`src/rtl/sync3_mon_pkg.sv`:
```
// Shared definitions for the 3-bit counter sequence monitor: FSM state
// encoding and widths that the top level and its ports depend on.
package sync3_mon_pkg;

  localparam int STATE_W = 2;
  // Holds the consecutive-mismatch count; ERR_LIMIT is at most 15.
  localparam int ERR_W   = 4;

  typedef enum logic [STATE_W-1:0] {
    ST_IDLE    = 2'd0,
    ST_ACQUIRE = 2'd1,
    ST_TRACK   = 2'd2,
    ST_FAULT   = 2'd3
  } mon_state_e;

endpackage

```
`src/rtl/sync3_mon_sat_cnt.sv`:
```
// Saturating up-counter with synchronous clear. Used for the wrap count and
// for the consecutive-mismatch count. When clear and increment arrive in the
// same cycle the result is 1, so the event that coincides with a clear is
// still counted.
module sync3_mon_sat_cnt #(
  parameter int W = 8
) (
  input  logic         clk,
  input  logic         rst,
  input  logic         clr,
  input  logic         inc,
  output logic [W-1:0] cnt
);

  logic [W-1:0] cnt_q, cnt_d;

  // Next count: clear wins over hold, increment stops at all-ones.
  always_comb begin
    cnt_d = cnt_q;
    if (clr) begin
      cnt_d = inc ? W'(1) : '0;
    end else if (inc && (cnt_q != '1)) begin
      cnt_d = cnt_q + W'(1);
    end
  end

  // Count register, synchronous active-high reset.
  always_ff @(posedge clk) begin
    if (rst) cnt_q <= '0;
    else     cnt_q <= cnt_d;
  end

  assign cnt = cnt_q;

endmodule

```
`src/rtl/sync3_cnt_monitor.sv`:
```
// Sequence monitor for the 3-bit synchronous counter. Samples CNT_IN on each
// rising CLK edge, checks the +1 (mod 2^CNT_W) progression, and reports
// match/wrap pulses, a saturating wrap count and a sticky sequence error.
// Optional feature macro: SYNC3_MON_ERR_CAPTURE_EN adds ERR_EXP/ERR_GOT,
// which hold the expected and observed values of the first mismatch.
//
// state      | meaning
// -----------+---------------------------------------------------------
// ST_IDLE    | monitor disabled; pulses and LOCKED low, status held
// ST_ACQUIRE | take first sample as reference, no checking
// ST_TRACK   | check each sample against prev+1, raise pulses
// ST_FAULT   | ERR_LIMIT consecutive mismatches; wait for CLR_ERR or EN=0
module sync3_cnt_monitor
  import sync3_mon_pkg::*;
#(
  parameter int CNT_W     = 3,
  parameter int WRAP_W    = 8,
  parameter int ERR_LIMIT = 3
) (
  input  logic               CLK,
  input  logic               RST,
  input  logic               EN,
  input  logic [CNT_W-1:0]   CNT_IN,
  input  logic [CNT_W-1:0]   MATCH_VAL,
  input  logic               CLR_ERR,
  output logic               MATCH_PULSE,
  output logic               WRAP_PULSE,
  output logic [WRAP_W-1:0]  WRAP_COUNT,
  output logic               SEQ_ERR,
  output logic               LOCKED,
  output logic [STATE_W-1:0] STATE
`ifdef SYNC3_MON_ERR_CAPTURE_EN
  ,
  output logic [CNT_W-1:0]   ERR_EXP,
  output logic [CNT_W-1:0]   ERR_GOT
`endif
);

  mon_state_e       state_q, state_d;
  logic [CNT_W-1:0] prev_q, prev_d;
  logic             match_q, match_d;
  logic             wrap_q, wrap_d;
  logic             seq_err_q, seq_err_d;
  logic             locked_q, locked_d;

  logic             err_inc, err_clr;
  logic [ERR_W-1:0] err_cnt;
  logic [ERR_W-1:0] err_next;
  logic [CNT_W-1:0] exp_val;
  logic             legal;

`ifdef SYNC3_MON_ERR_CAPTURE_EN
  logic [CNT_W-1:0] err_exp_q, err_exp_d;
  logic [CNT_W-1:0] err_got_q, err_got_d;
`endif

  assign exp_val  = prev_q + CNT_W'(1);
  assign legal    = (CNT_IN == exp_val);
  // Value the mismatch counter takes if this sample is a mismatch; a clear in
  // the same cycle restarts the run at one.
  assign err_next = err_clr ? ERR_W'(1) : err_cnt + ERR_W'(1);

  // Next-state, reference value, pulses and error bookkeeping.
  always_comb begin
    state_d   = state_q;
    prev_d    = prev_q;
    match_d   = 1'b0;
    wrap_d    = 1'b0;
    seq_err_d = seq_err_q;
    locked_d  = 1'b0;
    err_inc   = 1'b0;
    err_clr   = 1'b0;
`ifdef SYNC3_MON_ERR_CAPTURE_EN
    err_exp_d = err_exp_q;
    err_got_d = err_got_q;
`endif
    if (!EN) begin
      state_d = ST_IDLE;
    end else begin
      if (CLR_ERR) begin
        seq_err_d = 1'b0;
        err_clr   = 1'b1;
`ifdef SYNC3_MON_ERR_CAPTURE_EN
        err_exp_d = '0;
        err_got_d = '0;
`endif
      end
      case (state_q)
        ST_IDLE: begin
          state_d = ST_ACQUIRE;
        end
        ST_ACQUIRE: begin
          prev_d  = CNT_IN;
          state_d = ST_TRACK;
        end
        ST_TRACK: begin
          prev_d  = CNT_IN;
          match_d = (CNT_IN == MATCH_VAL);
          wrap_d  = (prev_q == '1) && (CNT_IN == '0);
          if (legal) begin
            locked_d = 1'b1;
            err_clr  = 1'b1;
          end else begin
            // A mismatch overrides a same-cycle CLR_ERR on the sticky flag.
            seq_err_d = 1'b1;
            err_inc   = 1'b1;
`ifdef SYNC3_MON_ERR_CAPTURE_EN
            if (!seq_err_q || CLR_ERR) begin
              err_exp_d = exp_val;
              err_got_d = CNT_IN;
            end
`endif
            if (err_next >= ERR_W'(ERR_LIMIT)) state_d = ST_FAULT;
          end
        end
        ST_FAULT: begin
          prev_d = CNT_IN;
          if (CLR_ERR) state_d = ST_ACQUIRE;
        end
        default: state_d = ST_IDLE;
      endcase
    end
  end

  // State and output registers, synchronous active-high reset.
  always_ff @(posedge CLK) begin
    if (RST) begin
      state_q   <= ST_IDLE;
      prev_q    <= '0;
      match_q   <= 1'b0;
      wrap_q    <= 1'b0;
      seq_err_q <= 1'b0;
      locked_q  <= 1'b0;
    end else begin
      state_q   <= state_d;
      prev_q    <= prev_d;
      match_q   <= match_d;
      wrap_q    <= wrap_d;
      seq_err_q <= seq_err_d;
      locked_q  <= locked_d;
    end
  end

`ifdef SYNC3_MON_ERR_CAPTURE_EN
  // First-mismatch capture registers.
  always_ff @(posedge CLK) begin
    if (RST) begin
      err_exp_q <= '0;
      err_got_q <= '0;
    end else begin
      err_exp_q <= err_exp_d;
      err_got_q <= err_got_d;
    end
  end

  assign ERR_EXP = err_exp_q;
  assign ERR_GOT = err_got_q;
`endif

  sync3_mon_sat_cnt #(.W(WRAP_W)) u_wrap_cnt (
    .clk (CLK),
    .rst (RST),
    .clr (1'b0),
    .inc (wrap_d),
    .cnt (WRAP_COUNT)
  );

  sync3_mon_sat_cnt #(.W(ERR_W)) u_err_cnt (
    .clk (CLK),
    .rst (RST),
    .clr (err_clr),
    .inc (err_inc),
    .cnt (err_cnt)
  );

  assign MATCH_PULSE = match_q;
  assign WRAP_PULSE  = wrap_q;
  assign SEQ_ERR     = seq_err_q;
  assign LOCKED      = locked_q;
  assign STATE       = state_q;

endmodule

```
`config.mk`:
```
export PLATFORM = sky130hd
export DESIGN_NAME = sync3_cnt_monitor
export DESIGN_NICKNAME = d
export VERILOG_FILES = /design/src/rtl/sync3_mon_pkg.sv /design/src/rtl/sync3_mon_sat_cnt.sv /design/src/rtl/sync3_cnt_monitor.sv
export SDC_FILE = /design/constraint.sdc
export NUM_CORES = 1
export LEC_CHECK = 0
export BUFFER_PORTS_ARGS = -buffer_cell sky130_fd_sc_hd__buf_2
export CORE_ASPECT_RATIO = 2
export CORE_MARGIN = 10
export CORE_UTILIZATION = 33
export DETAILED_ROUTE_END_ITERATION = 8
export SLEW_MARGIN = 40
export SYNTH_ARGS = -nofsm -noshare
export SYNTH_HDL_FRONTEND = slang
export SYNTH_HIERARCHICAL = 1
export SYNTH_SLANG_ARGS = --single-unit
```
`constraint.sdc`:
```
create_clock -name CLK -period 2.1 [get_ports CLK]
set_input_delay 0.42 -clock CLK [delete_from_list [all_inputs] [get_ports CLK]]
set_output_delay 0.42 -clock CLK [all_outputs]
set_load 0.02 [all_outputs]
```
Word-level counts from Yosys, hierarchy flattened
Index checks and enable logic that the tools add are counted.
Widths: inputs -> output; s select.
{ "op_classes": {"n_addsub": 3, "order_cmp": 1, "eq_ne": 11, "n_mux": 21, "bitwise_logic": 2, "reduce_logical": 11} }
{ "op_table": {"columns": ["op", "count"], "rows": [
  ["$mux 1", 14],
  ["$mux 4", 3],
  ["$add 8x1->8 const B", 1],
  ["$ne 8x8->1 const B", 1],
  ["$pmux 2 s4", 1],
  ["$eq 3x3->1", 2],
  ["$mux 2", 3],
  ["$ne 2x2->1 const B", 3],
  ["$reduce_or 3->1", 2],
  ["$add 4x1->4 const B", 1],
  ["$eq 2x2->1 const B", 2],
  ["$ge 4x2->1 const B", 1],
  ["$ne 4x4->1 const B", 1],
  ["$add 3x1->3 const B", 1],
  ["$eq 3x3->1 const B", 1],
  ["$logic_and 1x1->1", 3],
  ["$logic_not 3->1", 1],
  ["$reduce_and 3->1", 1],
  ["$eq 2x1->1 const B", 1],
  ["$logic_not 2->1", 1],
  ["$not 1->1", 2],
  ["$reduce_and 2->1", 1],
  ["$reduce_bool 2->1", 1],
  ["$reduce_or 2->1", 1]
]} }
{ "word_totals": {"reg_bits": 21, "inputBits": 10, "out_inout_bits": 14, "wordCells": 57} }

Depth between registers and ports, before layout
Gate-level depths: netlist (run 1).
{ "logic_depth": {"depth_word": 10, "mapped_depth": 9, "mapped_depth_nobuf": 9} }

By module
Netlist (run 1), hierarchy kept.
{ "by_module_without_submodules": {"columns": ["module", "n_inst", "cells_each", "area_per_inst_um2", "seq_area_each_um2"], "rows": [
  ["sync3_cnt_monitor", 1, 64, 583.1, 180.2],
  ["sync3_mon_sat_cnt at u_wrap_cnt", 1, 53, 444.2, 160.2],
  ["sync3_mon_sat_cnt at u_err_cnt", 1, 24, 203.9, 80.1]
]} }

Worst setup path after synthesis (run 1)
OpenSTA, ideal clock, no wires.
{ "synth_path": {"path_type": "register to register", "from": "register state_q[1], in the netlist STATE[1]", "to": "register u_wrap_cnt.cnt_q[5], in the netlist u_wrap_cnt/cnt[5]", "setup_time_ns": 0.112, "t_arrival_ns": 1.977, "required_time_ns": 1.988, "path_slack_ns": 0.011, "path_stages_with_launch": 7, "path_buffers": 0, "synth_period_minus_slack_ns": 2.089, "cell_sequence": "dfxtp_1 > ha_1 > nand4b_1 > nor3_1 > and4_1 > a21oi_1 > a2111oi_1"} }
{ "synth_between": {"elab_chain_len": 4} }
{ "synth_lines": {"columns": ["element", "line", "text"], "rows": [
  ["start: declaration", "sync3_cnt_monitor.sv:39", "mon_state_e state_q, state_d;"],
  ["start signal: assignment", "sync3_cnt_monitor.sv:135", "state_q <= state_d;"],
  ["$eq 2x2->1", "sync3_cnt_monitor.sv:88", "case (state_q)"],
  ["$mux 1", "sync3_cnt_monitor.sv:88", null],
  ["$mux 1", "sync3_cnt_monitor.sv:77", "if (!EN) begin"],
  ["via wrap_d", "sync3_cnt_monitor.sv:42", "logic wrap_q, wrap_d;"],
  ["$logic_and 1x1->1", "sync3_mon_sat_cnt.sv:22", "end else if (inc && (cnt_q != '1)) begin"],
  ["end signal: assignment", "sync3_mon_sat_cnt.sv:30", "else cnt_q <= cnt_d;"],
  ["end: declaration", "sync3_mon_sat_cnt.sv:15", "logic [W-1:0] cnt_q, cnt_d;"]
]} }
The timed path passes the listed nets, and every way through them passes these cells.
A chain may end at the register's enable or synchronous reset.

Worst setup path in the final report (run 1)
{ "layout_path": {"from": "register prev_q[0]", "to": "register u_err_cnt.cnt_q[3], in the netlist u_err_cnt/cnt[3]"} }
{ "layout_between": {"elab_chain_len": 7, "word_cells_on_any_way": 11, "cone_classes": "add/sub: 1; eq/ne: 1; mux: 7; reduce/logical: 2"} }
{ "layout_lines": {"columns": ["element", "line", "text"], "rows": [
  ["start: declaration", "sync3_cnt_monitor.sv:40", "logic [CNT_W-1:0] prev_q, prev_d;"],
  ["start signal: assignment", "sync3_cnt_monitor.sv:136", "prev_q <= prev_d;"],
  ["$add 3x1->3", "sync3_cnt_monitor.sv:57", "assign exp_val = prev_q + CNT_W'(1);"],
  ["$eq 3x3->1", "sync3_cnt_monitor.sv:58", "assign legal = (CNT_IN == exp_val);"],
  ["$mux 1", "sync3_cnt_monitor.sv:100", "if (legal) begin"],
  ["$mux 1", "sync3_cnt_monitor.sv:88", null],
  ["$mux 1", "sync3_cnt_monitor.sv:77", null],
  ["via err_inc", "sync3_cnt_monitor.sv:46", "logic err_inc, err_clr;"],
  ["$logic_and 1x1->1", "sync3_mon_sat_cnt.sv:22", null],
  ["$reduce_bool 2->1 (no source line)", null, null],
  ["end signal: assignment", "sync3_mon_sat_cnt.sv:30", null],
  ["end: declaration", "sync3_mon_sat_cnt.sv:15", null]
]} }
The timed path passes the listed nets, and every way through them passes these cells.

==> impl_results.html, run 1 <==
<table>
<tr><th>Metric</th><th>Value</th></tr>
<tr><th colspan="2">Clock tree</th></tr>
<tr><td>Hold buffer count at CTS</td><td>0</td></tr>
<tr><td>TritonCTS clock tree</td><td>done</td></tr>
<tr><td>TritonCTS buffer count</td><td>3</td></tr>
<tr><td>Postcts setup bufs</td><td>0</td></tr>
<tr><td>Register clock-pin slew on the reported worst setup and hold paths</td><td>0.08 ns</td></tr>
<tr><td>Clock tree sinks</td><td>21</td></tr>
<tr><td>Bufs on Longest Clock Path</td><td>2</td></tr>
<tr><td>Clock tree root driver cell</td><td>clkbuf_8</td></tr>
<tr><td>Number of H-tree levels</td><td>1</td></tr>
<tr><td>Worst-Skew Late Latency</td><td>0.26 ns</td></tr>
<tr><th colspan="2">Drt</th></tr>
<tr><td>Vias per inst</td><td>between 5 and 6</td></tr>
<tr><td>Detailed Routing Iterations Pass 1</td><td>4</td></tr>
<tr><td>Total Wirelength</td><td>2950 um</td></tr>
<tr><td>Vias after detailed routing</td><td>roughly 1,100</td></tr>
<tr><td>Average detailed-routed wire length per instance</td><td>13.3 um</td></tr>
<tr><td>Count of routing violations after the opening detailed-route iteration</td><td>33</td></tr>
<tr><td>Final routed DRC violation total</td><td>0</td></tr>
<tr><td>Number of routed nets with antenna violations</td><td>0</td></tr>
<tr><th colspan="2">Worst setup path</th></tr>
<tr><td>Startpoint-to-endpoint class of the critical path</td><td>reg -&gt; reg</td></tr>
<tr><td>CP max FO</td><td>6</td></tr>
<tr><td>WP data required</td><td>between 2 and 2.5 ns</td></tr>
<tr><td>Startpoint of the worst register-to-register path</td><td>prev_q[0]</td></tr>
<tr><td>Launching instance or port of the critical path</td><td>prev_q[0]</td></tr>
<tr><td>Startpoint type of the worst setup path</td><td>register</td></tr>
<tr><td>Worst setup EP type</td><td>register</td></tr>
<tr><td>R2R setup slack</td><td>between 0.1 and 0.15 ns</td></tr>
<tr><td>Signal arrival time at the worst endpoint</td><td>2.16 ns</td></tr>
<tr><td>Number of cells on the worst reg-to-reg path</td><td>8</td></tr>
<tr><td>Endpoint of the worst register-to-register path</td><td>u_err_cnt/cnt[3]</td></tr>
<tr><th colspan="2">Pwr</th></tr>
<tr><td>Peak VDD IR</td><td>0.365 mV</td></tr>
<tr><td>Total design power</td><td>0.000762 W</td></tr>
<tr><td>Static Leakage</td><td>0.635 nW</td></tr>
<tr><td>Cell area power density</td><td>507 nW/um2</td></tr>
<tr><th colspan="2">Floorplan</th></tr>
<tr><td>Die outline height</td><td>around 110 um</td></tr>
<tr><td>Top-level port count</td><td>24</td></tr>
<tr><td>Starting utilization of the core area</td><td>34.1%</td></tr>
<tr><td>Die width</td><td>63.2 um</td></tr>
<tr><td>Area enclosed by the die boundary</td><td>6720 um2</td></tr>
<tr><td>Row Count</td><td>31</td></tr>
<tr><td>Area inside the core boundary</td><td>approximately 3600 um2</td></tr>
<tr><th colspan="2">Layout</th></tr>
<tr><td>Area of the multi-input gates</td><td>817 um2</td></tr>
<tr><td>Net count, final</td><td>193</td></tr>
<tr><td>Post-route non-filler standard cell count</td><td>222</td></tr>
<tr><td>P&amp;R area growth vs syn</td><td>22.2%</td></tr>
<tr><td>Sequential Area</td><td>420 um2</td></tr>
<tr><td>Utilization after layout</td><td>41.7%</td></tr>
<tr><td>Layout cell share with drive strength beyond 1</td><td>between 20% and 30%</td></tr>
<tr><td>Antenna cell count</td><td>0</td></tr>
<tr><td>Filler instances</td><td>just under 400</td></tr>
<tr><th colspan="2">Timing</th></tr>
<tr><td>Post-layout min period</td><td>approximately 2.0 ns</td></tr>
<tr><td>Number of failing setup endpoints in the final timing report</td><td>0</td></tr>
<tr><td>Achievable Freq</td><td>512 MHz</td></tr>
<tr><td>Setup clock skew after layout</td><td>0.00331 ns</td></tr>
<tr><td>Final number of max-transition violations</td><td>0</td></tr>
<tr><td>Hold violation count in the final report</td><td>0</td></tr>
<tr><td>Fraction of the cycle the final worst path needs</td><td>93.0%</td></tr>
<tr><td>Unrepaired setup endpoints after global routing</td><td>true</td></tr>
<tr><th colspan="2">Synthesis</th></tr>
<tr><td>Post-synthesis sequential area ratio</td><td>about a third</td></tr>
<tr><td>Async set or reset register ratio after synthesis</td><td>0%</td></tr>
<tr><td>Most frequent cells after synthesis</td><td>dfxtp_1 (21), ha_1 (9), nand2_1 (9), nor2_1 (9), inv_1 (8)</td></tr>
<tr><td>Area contributors post-synth</td><td>dfxtp_1 (34%), ha_1 (9.1%), mux2i_1 (4.9%)</td></tr>
<tr><td>Number of warnings issued by yosys</td><td>6</td></tr>
<tr><td>Share of Yosys cell area claimed by the top area cell type</td><td>between 30% and 40%</td></tr>
<tr><td>Number of enable-type register cells in the synthesized netlist</td><td>0</td></tr>
<tr><td>Most used flip-flop cell after synthesis</td><td>dfxtp_1</td></tr>
<tr><td>Synthesized area per cell</td><td>8.73 um2</td></tr>
<tr><td>Flip-flop and latch count after synthesis</td><td>21</td></tr>
<tr><td>Number of different library cells in the post-synthesis netlist</td><td>42</td></tr>
<tr><td>Most frequent cell after synthesis</td><td>dfxtp_1</td></tr>
<tr><td>Synth Cell Area</td><td>1230 um2</td></tr>
<tr><td>Cell type with the largest total area after synthesis</td><td>dfxtp_1</td></tr>
<tr><td>Gate Count Post-Synth</td><td>141</td></tr>
<tr><th colspan="2">Worst hold path</th></tr>
<tr><td>Startpoint of the lowest-slack hold path</td><td>CNT_IN[1]</td></tr>
<tr><td>End of the worst hold path</td><td>WRAP_PULSE</td></tr>
<tr><td>Worst hold-check path type</td><td>in -&gt; reg</td></tr>
<tr><td>Number of instances on the worst hold path</td><td>2</td></tr>
<tr><th colspan="2">Global routing</th></tr>
<tr><td>Pin count of the biggest net entering global routing</td><td>14</td></tr>
<tr><td>Number of antenna violations at the first check in global routing</td><td>0</td></tr>
<tr><td>Overall Global Routing Usage</td><td>between 9 and 10%</td></tr>
<tr><td>Vias in the first global route</td><td>1,203</td></tr>
<tr><td>Global-route wire length before repair</td><td>5160 um</td></tr>
<tr><td>Remaining Overflow, GRT</td><td>0</td></tr>
<tr><th colspan="2">Placed design</th></tr>
<tr><td>Input/output buffers</td><td>23</td></tr>
<tr><td>HPWL after detailed placement</td><td>2370 um</td></tr>
<tr><td>Global placer's final weighted congestion</td><td>between 0.7 and 0.8</td></tr>
<tr><td>Cell Count Post-Placement</td><td>between 200 and 250</td></tr>
<tr><th colspan="2">Run status</th></tr>
<tr><td>Run status</td><td>finished, final reports clean</td></tr>
<tr><th colspan="2">Job</th></tr>
<tr><td>Maxcap violations</td><td>0</td></tr>
</table>
==> timing repair <==
action,4_1_cts,5_1_grt
resized for setup,1,7
endpoints found under the setup margin,1,4
pin swaps,0,3
hold endpoints to repair,0,0
==> power breakdown <==
group,leakage (nW),switching [W],internal (W)
Sequential,0.170,0.00000518,0.000403
Clock,0.0228,0.000137,0.000135
Combinational,0.443,0.0000472,0.0000336
==> metrics by stage <==
stage	TNS [ns]	hold slack [ns]	worst slack, ns	area [um2]
floorplan	0	0.465	0.0112	1250
global placement	0	0.482	0.124	1430
detailed placement	-0.00502	0.491	-0.00502	1430
CTS	0	0.412	0.0542	1480
global route	0	0.434	0.00267	1500
finish	0	0.418	0.146	1500
==> per-layer routing <==
layer | track usage (%) | up-vias | routed length (um)
met1 | 9.00 | 524 | 1190
met2 | 17.4 | 22 | 1600
met4 | 4.72 | 0 | 63
li1 | - | 582 | -
met3 | 2.00 | 5 | 109
met5 | 0 | - | 0
==> state kept, by name (all words and copies together) (netlist names) <==
signal / flops
MATCH_PULSE: 1
u_wrap_cnt/cnt: 8
prev_q: 3
LOCKED: 1
STATE: 2
SEQ_ERR: 1
WRAP_PULSE: 1
u_err_cnt/cnt: 4
==> placed cells by master (no fill, tap or decap), types with 3 or more instances in the layout <==
| cell type | n |
|---|---|
| nor2_1 | 7 |
| o21ai_0 | 5 |
| conb_1 | 5 |
| xor2_1 | 4 |
| nand2_1 | 9 |
| buf_2 | 23 |
| nand3_1 | 5 |
| nand4_1 | 4 |
| inv_1 | 8 |
| mux2i_1 | 6 |
| nand4b_1 | 3 |
| dfxtp_1 | 21 |
| clkbuf_8 | 3 |
| a21oi_1 | 7 |
| xnor2_1 | 3 |
| and3_2 | 4 |
| a31oi_1 | 5 |
| ha_1 | 9 |
| nor2b_1 | 3 |
==> cell families (layout without fill, tap and decap cells) <==
family	after synthesis	in the layout	share of synthesized area, %
muxes	6	6	4.88
DFF	21	21	34.1
AOI/OAI and AO/OA	34	34	18.2
adders and majority gates	9	9	9.15
xor gates and xnor gates	7	7	4.98
other	1	5	0.305
buffers and inverters	9	37	3.05
and+or+nand+nor	54	54	25.3
==> worst max-delay path by stage <==
stage                                   end  slack (ns)  cells past startpoint
after detailed placement   u_err_cnt/cnt[3]      -0.005                      8
after floorplan           u_wrap_cnt/cnt[5]        0.01                      6
final                      u_err_cnt/cnt[3]        0.15                      8
after global placement     u_err_cnt/cnt[3]        0.12                      8
after global routing       u_err_cnt/cnt[1]       0.003                      9
after CTS                  u_err_cnt/cnt[1]        0.05                      9
==> layout make-up <==
| type | instances | share of cell area [%] |
|---|---|---|
| inverter | 8 | 2.00 |
| tap | 49 | 4.08 |
| timing repair buffer | 25 | 8.65 |
| multi-input combinational | 115 | 54.3 |
| clock buffer | 4 | 3.00 |
| sequential | 21 | 28.0 |
==> critical path: stages (launching register included) <==
cell and delay, ns:
dfxtp_1 0.34, ha_1 0.21, ha_1 0.30, xor2_1 0.18, nor3_2 0.09, nor2_2 0.20, nand4_1 0.13, or3_1 0.33
a21boi_1 0.12
Note: power is estimated with default switching activity, not from simulation.
==> inputs of run 2 (changes only) <==
- ABC_AREA: not set -> 1
==> run 2 against run 1 <==
Clock power shrank 4%. Count of clock-buffer cells in the layout is the same. Register-to-register slack gained 0.21 ns. Cell count grew 27%. Largest power group unchanged. Die area grew 6.3%. Highest routed layer unchanged. Critical endpoint is now u_err_cnt/cnt[2]. Clock skew shrank 0.0013 ns. Fmax grew 12%.
==> impl_results.html, run 2 <==
<table>
<tr><th>Metric</th><th>Value</th></tr>
<tr><th colspan="2">Worst setup path</th></tr>
<tr><td>WP data required</td><td>2.25 ns (-0.05 ns)</td></tr>
<tr><td>Worst setup EP type</td><td>register</td></tr>
<tr><td>Startpoint type of the worst setup path</td><td>register</td></tr>
<tr><td>Startpoint-to-endpoint class of the critical path</td><td>reg -&gt; reg</td></tr>
<tr><td>Signal arrival time at the worst endpoint</td><td>1.89 ns (-0.27 ns)</td></tr>
<tr><td>CP max FO</td><td>5 (-1)</td></tr>
<tr><th colspan="2">Pwr</th></tr>
<tr><td>Static Leakage</td><td>0.785 nW (+24%)</td></tr>
<tr><td>Total design power</td><td>0.000793 W (+4.1%)</td></tr>
<tr><td>Cell area power density</td><td>502 nW/um2 (-1.0%)</td></tr>
<tr><td>Peak VDD IR</td><td>0.311 mV (-15%)</td></tr>
<tr><th colspan="2">Floorplan</th></tr>
<tr><td>Row Count</td><td>32 (+3.2%)</td></tr>
<tr><td>Die width</td><td>65.0 um (+2.8%)</td></tr>
<tr><td>Area enclosed by the die boundary</td><td>7140 um2 (+6.3%)</td></tr>
<tr><td>Area inside the core boundary</td><td>3880 um2 (+7.7%)</td></tr>
<tr><td>Starting utilization of the core area</td><td>34.4% (+0.24 points)</td></tr>
<tr><td>Die outline height</td><td>110 um (+3.4%)</td></tr>
<tr><td>Top-level port count</td><td>24 (unchanged)</td></tr>
<tr><th colspan="2">Clock tree</th></tr>
<tr><td>Postcts setup bufs</td><td>0 (unchanged)</td></tr>
<tr><td>Clock tree root driver cell</td><td>clkbuf_8</td></tr>
<tr><td>Bufs on Longest Clock Path</td><td>2 (unchanged)</td></tr>
<tr><td>Worst-Skew Late Latency</td><td>0.26 ns (about the same)</td></tr>
<tr><td>TritonCTS clock tree</td><td>done</td></tr>
<tr><td>Clock tree sinks</td><td>21 (unchanged)</td></tr>
<tr><td>TritonCTS buffer count</td><td>3 (unchanged)</td></tr>
<tr><td>Hold buffer count at CTS</td><td>0 (unchanged)</td></tr>
<tr><td>Register clock-pin slew on the reported worst setup and hold paths</td><td>0.07 ns (about the same)</td></tr>
<tr><td>CTS-repair resized insts</td><td>0 (-1)</td></tr>
<tr><td>Number of H-tree levels</td><td>1 (unchanged)</td></tr>
<tr><th colspan="2">Timing</th></tr>
<tr><td>Final number of max-transition violations</td><td>0 (unchanged)</td></tr>
<tr><td>Post-layout min period</td><td>1.74 ns (-0.213 ns)</td></tr>
<tr><td>Fraction of the cycle the final worst path needs</td><td>82.9% (-10 points)</td></tr>
<tr><td>Setup TNS</td><td>0 ns (unchanged)</td></tr>
<tr><td>Unrepaired setup endpoints after global routing</td><td>false</td></tr>
<tr><td>Achievable Freq</td><td>574 MHz (+12%)</td></tr>
<tr><td>Hold violation count in the final report</td><td>0 (unchanged)</td></tr>
<tr><td>Number of failing setup endpoints in the final timing report</td><td>0 (unchanged)</td></tr>
<tr><td>Setup clock skew after layout</td><td>0.00198 ns (-0.00133 ns)</td></tr>
<tr><td>Min setup slack post-route</td><td>0.359 ns (+0.213 ns)</td></tr>
<tr><th colspan="2">Synthesis</th></tr>
<tr><td>Number of warnings issued by yosys</td><td>6 (unchanged)</td></tr>
<tr><td>Synthesized area per cell</td><td>6.71 um2 (-23%)</td></tr>
<tr><td>Most frequent cell after synthesis</td><td>nand2_1</td></tr>
<tr><td>Most used flip-flop cell after synthesis</td><td>dfxtp_1</td></tr>
<tr><td>Number of different library cells in the post-synthesis netlist</td><td>24 (-43%)</td></tr>
<tr><td>Gate Count Post-Synth</td><td>199 (+41%)</td></tr>
<tr><td>Flip-flop and latch count after synthesis</td><td>21 (unchanged)</td></tr>
<tr><td>Number of enable-type register cells in the synthesized netlist</td><td>0 (unchanged)</td></tr>
<tr><td>Synth Cell Area</td><td>1340 um2 (+8.4%)</td></tr>
<tr><td>Share of Yosys cell area claimed by the top area cell type</td><td>31.5% (-2.7 points)</td></tr>
<tr><td>Cell type with the largest total area after synthesis</td><td>dfxtp_1</td></tr>
<tr><td>Most frequent cells after synthesis</td><td>nand2_1 (41), inv_1 (29), nor2_1 (27)</td></tr>
<tr><td>Async set or reset register ratio after synthesis</td><td>0% (unchanged)</td></tr>
<tr><td>Area contributors post-synth</td><td>dfxtp_1 (31%), nand2_1 (12%), ha_1 (8.4%)</td></tr>
<tr><td>Post-synthesis sequential area ratio</td><td>31.5% (-2.7 points)</td></tr>
<tr><th colspan="2">Drt</th></tr>
<tr><td>Vias per inst</td><td>4.55 (-11%)</td></tr>
<tr><td>Average detailed-routed wire length per instance</td><td>10.8 um (-19%)</td></tr>
<tr><td>Vias after detailed routing</td><td>1,283 (+13%)</td></tr>
<tr><td>Total Wirelength</td><td>3040 um (+2.8%)</td></tr>
<tr><td>Number of routed nets with antenna violations</td><td>0 (unchanged)</td></tr>
<tr><td>Count of routing violations after the opening detailed-route iteration</td><td>31 (-6.1%)</td></tr>
<tr><td>Detailed Routing Iterations Pass 1</td><td>4 (unchanged)</td></tr>
<tr><td>Final routed DRC violation total</td><td>0 (unchanged)</td></tr>
<tr><th colspan="2">Layout</th></tr>
<tr><td>Utilization after layout</td><td>40.7% (-0.97 points)</td></tr>
<tr><td>Post-route cell area</td><td>1580 um2 (+5.2%)</td></tr>
<tr><td>Net count, final</td><td>251 (+30%)</td></tr>
<tr><td>Most common cell after layout, fill and taps aside</td><td>nand2_1</td></tr>
<tr><td>Antenna cell count</td><td>0 (unchanged)</td></tr>
<tr><td>P&amp;R area growth vs syn</td><td>18.5%</td></tr>
<tr><td>Commonest non-fill, non-tap cells in the layout</td><td>nand2_1 (41), inv_1 (29), nor2_1 (27), buf_2 (23), dfxtp_1 (21)</td></tr>
<tr><td>Flip-flop count of the largest register after layout</td><td>8 (unchanged)</td></tr>
<tr><td>Layout cell share with drive strength beyond 1</td><td>21.2% (-3.6 points)</td></tr>
<tr><th colspan="2">Job</th></tr>
<tr><td>Maxcap violations</td><td>0 (unchanged)</td></tr>
<tr><th colspan="2">Worst hold path</th></tr>
<tr><td>Worst hold-check path type</td><td>in -&gt; reg</td></tr>
<tr><th colspan="2">Global routing</th></tr>
<tr><td>Number of antenna violations at the first check in global routing</td><td>0 (unchanged)</td></tr>
<tr><td>Remaining Overflow, GRT</td><td>0 (unchanged)</td></tr>
<tr><td>Pin count of the biggest net entering global routing</td><td>13 (-1)</td></tr>
<tr><td>Overall Global Routing Usage</td><td>9.04% (-0.16 points)</td></tr>
<tr><td>Global-route wire length before repair</td><td>5200 um (+0.66%)</td></tr>
<tr><td>Vias in the first global route</td><td>1,289 (+7.1%)</td></tr>
<tr><th colspan="2">Placed design</th></tr>
<tr><td>HPWL after detailed placement</td><td>2550 um (+7.6%)</td></tr>
<tr><td>Setup WS pre-CTS</td><td>0.376 ns (+0.381 ns)</td></tr>
<tr><td>Cell area after placement</td><td>1540 um2 (+7.4%)</td></tr>
<tr><td>Input/output buffers</td><td>23 (unchanged)</td></tr>
<tr><td>Global placer's final weighted congestion</td><td>0.853 (+11%)</td></tr>
<tr><th colspan="2">Run status</th></tr>
<tr><td>Run status</td><td>finished, final reports clean</td></tr>
</table>
[run 2: power by group]
group | leakage, nW | switching [W] | internal (W) | total, W
combinational | 0.592 | 0.0000730 | 0.0000405 | 0.000114
sequential | 0.170 | 0.00000980 | 0.000409 | 0.000419
clock | 0.0228 | 0.000126 | 0.000135 | 0.000261
total | 0.785 | 0.000209 | 0.000585 | 0.000793
[run 2: layout make-up]
cell class / instances / area (um2)
Inverter: 33 / 124
Sequential cell: 21 / 420
Multi-Input combinational cell: 149 / 806
Tap cell: 51 / 63.8
Clock buffer: 4 / 45.0
Timing Repair Buffer: 24 / 123
Fill cell: 428 / 2300
[run 2: worst paths after layout]
path / from / end / slack (ns) / depth (start not counted)
setup reg to reg: prev_q[0] / u_err_cnt/cnt[2] / 0.36 / 12
hold reg to reg: u_wrap_cnt/cnt[6] / u_wrap_cnt/cnt[6] / 0.47 / 2
setup / recovery: prev_q[0] / u_err_cnt/cnt[2] / 0.36 / 12
hold / removal: CNT_IN[2] / prev_q[2] / 0.45 / 3
[run 2: logic make-up after synthesis]
family / after synthesis / synth area share [%]
flops: 21 / 31.5
fa+ha+maj: 9 / 8.44
compound gates: 22 / 9.09
other cells: 1 / 0.281
simple gates: 109 / 38.8
xor+xnor: 4 / 2.62
buf+inv: 33 / 9.28
[run 2: worst max-delay path: stages (launching register included)]
cell     delay (ns)
dfxtp_1        0.33
ha_1           0.21
ha_1           0.29
inv_1          0.06
nand2_1        0.05
nand2_1        0.08
nand3_2        0.11
nand2_1        0.10
inv_1          0.10
nand2_1        0.08
inv_1          0.03
o21ai_0        0.14
a21oi_1        0.05
[run 2: metal layers]
layer | vias up | share of wire, % | global-route usage [%]
met5 | - | 0 | 0
met4 | 0 | 1.5 | 4.15
met3 | 4 | 4.9 | 1.94
met2 | 17 | 57 | 19.3
met1 | 570 | 37 | 7.22
li1 | 692 | - | -
[run 2: metrics by stage]
stage / hold slack, ns / cells
global placement: 0.460 / 278
finish: 0.445 / 282
floorplan: 0.489 / 203
detailed placement: 0.462 / 278
CTS: 0.440 / 282
global route: 0.448 / 282
==> inputs of run 3 (changes only) <==
- ABC_AREA: 1 -> 0
- clock period: 2.1 -> 1.7 ns (I/O delays scaled with it)
==> run 3 against run 2 <==
The run now ends with negative setup slack left. Die area fell by 5.9%. Global-route usage increased by 1.6 points. Non-clock buffer count is 21 higher. Worst setup slack worse by 0.48 ns. Via count fell by 2.4%. Sequential share of layout area shrank 3.2 points. Critical path depth is 3 lower. Largest power group unchanged. Highest routed layer unchanged.
==> impl_results.html, run 3 (synthesis gave the netlist of run 1 again) <==
<table>
<tr><th>Metric</th><th>Value</th></tr>
<tr><th colspan="2">Timing</th></tr>
<tr><td>Final number of max-transition violations</td><td>0 (unchanged)</td></tr>
<tr><td>Relative slew margins</td><td>64.2%</td></tr>
<tr><td>Hold violation count in the final report</td><td>0 (unchanged)</td></tr>
<tr><td>Number of failing setup endpoints in the final timing report</td><td>7 (+7)</td></tr>
<tr><td>Min setup slack post-route</td><td>-0.122 ns (-0.481 ns)</td></tr>
<tr><td>Achievable Freq</td><td>549 MHz (-4.5%)</td></tr>
<tr><td>Setup clock skew after layout</td><td>0.00283 ns (+0.000853 ns)</td></tr>
<tr><td>Fraction of the cycle the final worst path needs</td><td>107% (+24 points)</td></tr>
<tr><td>Setup TNS</td><td>-0.570 ns (-0.570 ns)</td></tr>
<tr><td>Actual slew at the worst max-slew pin</td><td>0.535 ns</td></tr>
<tr><td>Unrepaired setup endpoints after global routing</td><td>true</td></tr>
<tr><td>Post-layout min period</td><td>1.82 ns (+0.0811 ns)</td></tr>
<tr><th colspan="2">Job</th></tr>
<tr><td>Maxcap violations</td><td>0 (unchanged)</td></tr>
<tr><th colspan="2">Drt</th></tr>
<tr><td>Detailed Routing Iterations Pass 1</td><td>4 (unchanged)</td></tr>
<tr><td>Number of routed nets with antenna violations</td><td>0 (unchanged)</td></tr>
<tr><td>Total Wirelength</td><td>3560 um (+17%)</td></tr>
<tr><td>Vias after detailed routing</td><td>1,252 (-2.4%)</td></tr>
<tr><td>Final routed DRC violation total</td><td>0 (unchanged)</td></tr>
<tr><td>Vias per inst</td><td>5.17 (+14%)</td></tr>
<tr><td>Count of routing violations after the opening detailed-route iteration</td><td>17 (-45%)</td></tr>
<tr><td>Average detailed-routed wire length per instance</td><td>14.7 um (+36%)</td></tr>
<tr><th colspan="2">Worst setup path</th></tr>
<tr><td>Largest delay contributor family on the critical path</td><td>adder cells</td></tr>
<tr><td>Startpoint type of the worst setup path</td><td>register</td></tr>
<tr><td>WP data required</td><td>1.86 ns (-0.39 ns)</td></tr>
<tr><td>Startpoint-to-endpoint class of the critical path</td><td>reg -&gt; reg</td></tr>
<tr><td>Total buffers and inverters traversed by the critical path</td><td>2 (-1)</td></tr>
<tr><td>Worst setup EP type</td><td>register</td></tr>
<tr><td>CP max FO</td><td>4 (-1)</td></tr>
<tr><td>Most prevalent standard cell on the critical path</td><td>ha_4</td></tr>
<tr><td>Slowest library cell on the worst path</td><td>dfxtp_2</td></tr>
<tr><td>Delay contributed by the slowest stage of the critical path</td><td>0.34 ns (about the same)</td></tr>
<tr><td>Cells traversed along the worst timing path</td><td>ha_4 -&gt; ha_4 -&gt; xor2_4 -&gt; nor3_4 -&gt; buf_4 -&gt; buf_6 -&gt; o31ai_4 -&gt; nand3_1 -&gt; and3_1</td></tr>
<tr><td>Signal arrival time at the worst endpoint</td><td>1.98 ns (+0.09 ns)</td></tr>
<tr><th colspan="2">Layout</th></tr>
<tr><td>Most common cell after layout, fill and taps aside</td><td>buf_2</td></tr>
<tr><td>Layout cell share with drive strength beyond 1</td><td>41.5% (+20 points)</td></tr>
<tr><td>Antenna cell count</td><td>0 (unchanged)</td></tr>
<tr><td>Net count, final</td><td>213 (-15%)</td></tr>
<tr><td>P&amp;R area growth vs syn</td><td>48.0%</td></tr>
<tr><td>Flip-flop count of the largest register after layout</td><td>8 (unchanged)</td></tr>
<tr><td>Commonest non-fill, non-tap cells in the layout</td><td>buf_2 (23), buf_4 (19), dfxtp_1 (17), nand2_1 (9)</td></tr>
<tr><td>Post-route cell area</td><td>1820 um2 (+15%)</td></tr>
<tr><th colspan="2">Clock tree</th></tr>
<tr><td>Worst-Skew Late Latency</td><td>0.26 ns (about the same)</td></tr>
<tr><td>TritonCTS buffer count</td><td>3 (unchanged)</td></tr>
<tr><td>TritonCTS clock tree</td><td>done</td></tr>
<tr><td>Bufs on Longest Clock Path</td><td>2 (unchanged)</td></tr>
<tr><td>Number of H-tree levels</td><td>1 (unchanged)</td></tr>
<tr><td>Clock tree root driver cell</td><td>clkbuf_8</td></tr>
<tr><td>Register clock-pin slew on the reported worst setup and hold paths</td><td>0.08 ns (about the same)</td></tr>
<tr><td>Clock tree sinks</td><td>21 (unchanged)</td></tr>
<tr><td>Hold buffer count at CTS</td><td>0 (unchanged)</td></tr>
<tr><th colspan="2">Global routing</th></tr>
<tr><td>Number of antenna violations at the first check in global routing</td><td>0 (unchanged)</td></tr>
<tr><td>Global-route wire length before repair</td><td>6040 um (+16%)</td></tr>
<tr><td>Vias in the first global route</td><td>1,376 (+6.7%)</td></tr>
<tr><td>Remaining Overflow, GRT</td><td>0 (unchanged)</td></tr>
<tr><td>Pin count of the biggest net entering global routing</td><td>14 (+1)</td></tr>
<tr><td>Overall Global Routing Usage</td><td>10.6% (+1.6 points)</td></tr>
<tr><th colspan="2">Pwr</th></tr>
<tr><td>Peak VDD IR</td><td>0.449 mV (+44%)</td></tr>
<tr><td>Static Leakage</td><td>0.743 nW (-5.3%)</td></tr>
<tr><td>Cell area power density</td><td>543 nW/um2 (+8.3%)</td></tr>
<tr><th colspan="2">Placed design</th></tr>
<tr><td>Setup WS pre-CTS</td><td>-0.168 ns (-0.544 ns)</td></tr>
<tr><td>HPWL after detailed placement</td><td>2630 um (+3.3%)</td></tr>
<tr><td>Input/output buffers</td><td>23 (unchanged)</td></tr>
<tr><td>Global placer's final weighted congestion</td><td>0.807 (-5.4%)</td></tr>
<tr><td>Cell area after placement</td><td>1590 um2 (+3.2%)</td></tr>
<tr><th colspan="2">Floorplan</th></tr>
<tr><td>Row Count</td><td>31 (-3.1%)</td></tr>
<tr><td>Starting utilization of the core area</td><td>34.1% (-0.24 points)</td></tr>
<tr><td>Die width</td><td>63.2 um (-2.7%)</td></tr>
<tr><td>Area enclosed by the die boundary</td><td>6720 um2 (-5.9%)</td></tr>
<tr><td>Die outline height</td><td>106 um (-3.2%)</td></tr>
<tr><td>Top-level port count</td><td>24 (unchanged)</td></tr>
<tr><td>Area inside the core boundary</td><td>3610 um2 (-7.1%)</td></tr>
<tr><th colspan="2">Run status</th></tr>
<tr><td>Failing checks</td><td>negative setup slack</td></tr>
<tr><td>Run status</td><td>finished, violations left</td></tr>
<tr><th colspan="2">Worst hold path</th></tr>
<tr><td>Worst hold-check path type</td><td>in -&gt; reg</td></tr>
</table>
[run 3: cell types whose count changed in the layout (fill, tap and decap cells not counted), sizes merged, moves of 5 or more]
| cell | delta |
|---|---|
| a21oi | -7 |
| mux2i | +6 |
| nand2 | -41 |
| inv | -25 |
| nand3 | -13 |
| a31oi | +5 |
| buf | +21 |
| and3 | +7 |
| nor2 | -21 |
[run 3: through the flow]
stage	util (%)	total power, W	instances	hold slack, ns
4_1_cts	48.5	0.000990	239	0.393
3_3_place_gp	43.9	0.000641	230	0.479
5_1_grt	50.5	0.00104	242	0.417
6_report	50.5	0.000990	242	0.395
3_5_place_dp	43.9	0.000645	230	0.490
2_1_floorplan	-	0.000583	145	0.405
[run 3: what timing repair did]
| item | CTS | global route |
|---|---|---|
| pin swaps | 12 | 13 |
| setup endpoints to repair | 12 | 14 |
| buffers inserted | 5 | 3 |
| gates resized for setup | 18 | 8 |
[run 3: layer usage]
| metal | wire [um] | global-route usage [%] | vias up |
|---|---|---|---|
| li1 | - | - | 620 |
| met1 | 1320 | 10.4 | 585 |
| met2 | 1960 | 20.2 | 35 |
| met3 | 145 | 2.42 | 12 |
| met4 | 132 | 5.03 | 0 |
| met5 | 0 | 0 | - |
[run 3: where the power goes]
group	switching (W)	total, W	internal (W)
clock network	0.000165	0.000332	0.000167
registers	0.00000650	0.000506	0.000499
logic	0.0000809	0.000152	0.0000711
[run 3: final timing paths]
| kind | startpoint | depth (start not counted) | slack [ns] | to |
|---|---|---|---|---|
| min | MATCH_VAL[1] | 3 | 0.39 | MATCH_PULSE |
| max | prev_q[1] | 9 | -0.12 | STATE[0] |
| min reg2reg | SEQ_ERR | 2 | 0.51 | SEQ_ERR |
| max reg2reg | prev_q[1] | 9 | -0.12 | STATE[0] |
[run 3: final cells by class]
type	count	area, um2
clock buffers	4	45.0
fillers	367	1790
inverters	8	30.0
multi-input cells	115	968
flip-flops and latches	21	425
well taps	49	61.3
repair buffers	45	292
[run 3: worst reg2reg max path: cells and delay by family (launching register included)]
family	cells	cell delay, ns
simple gates	3	0.33
fa+ha+maj	2	0.44
flops	1	0.34
buf+inv	2	0.26
compound gates	1	0.18
xor+xnor	1	0.17
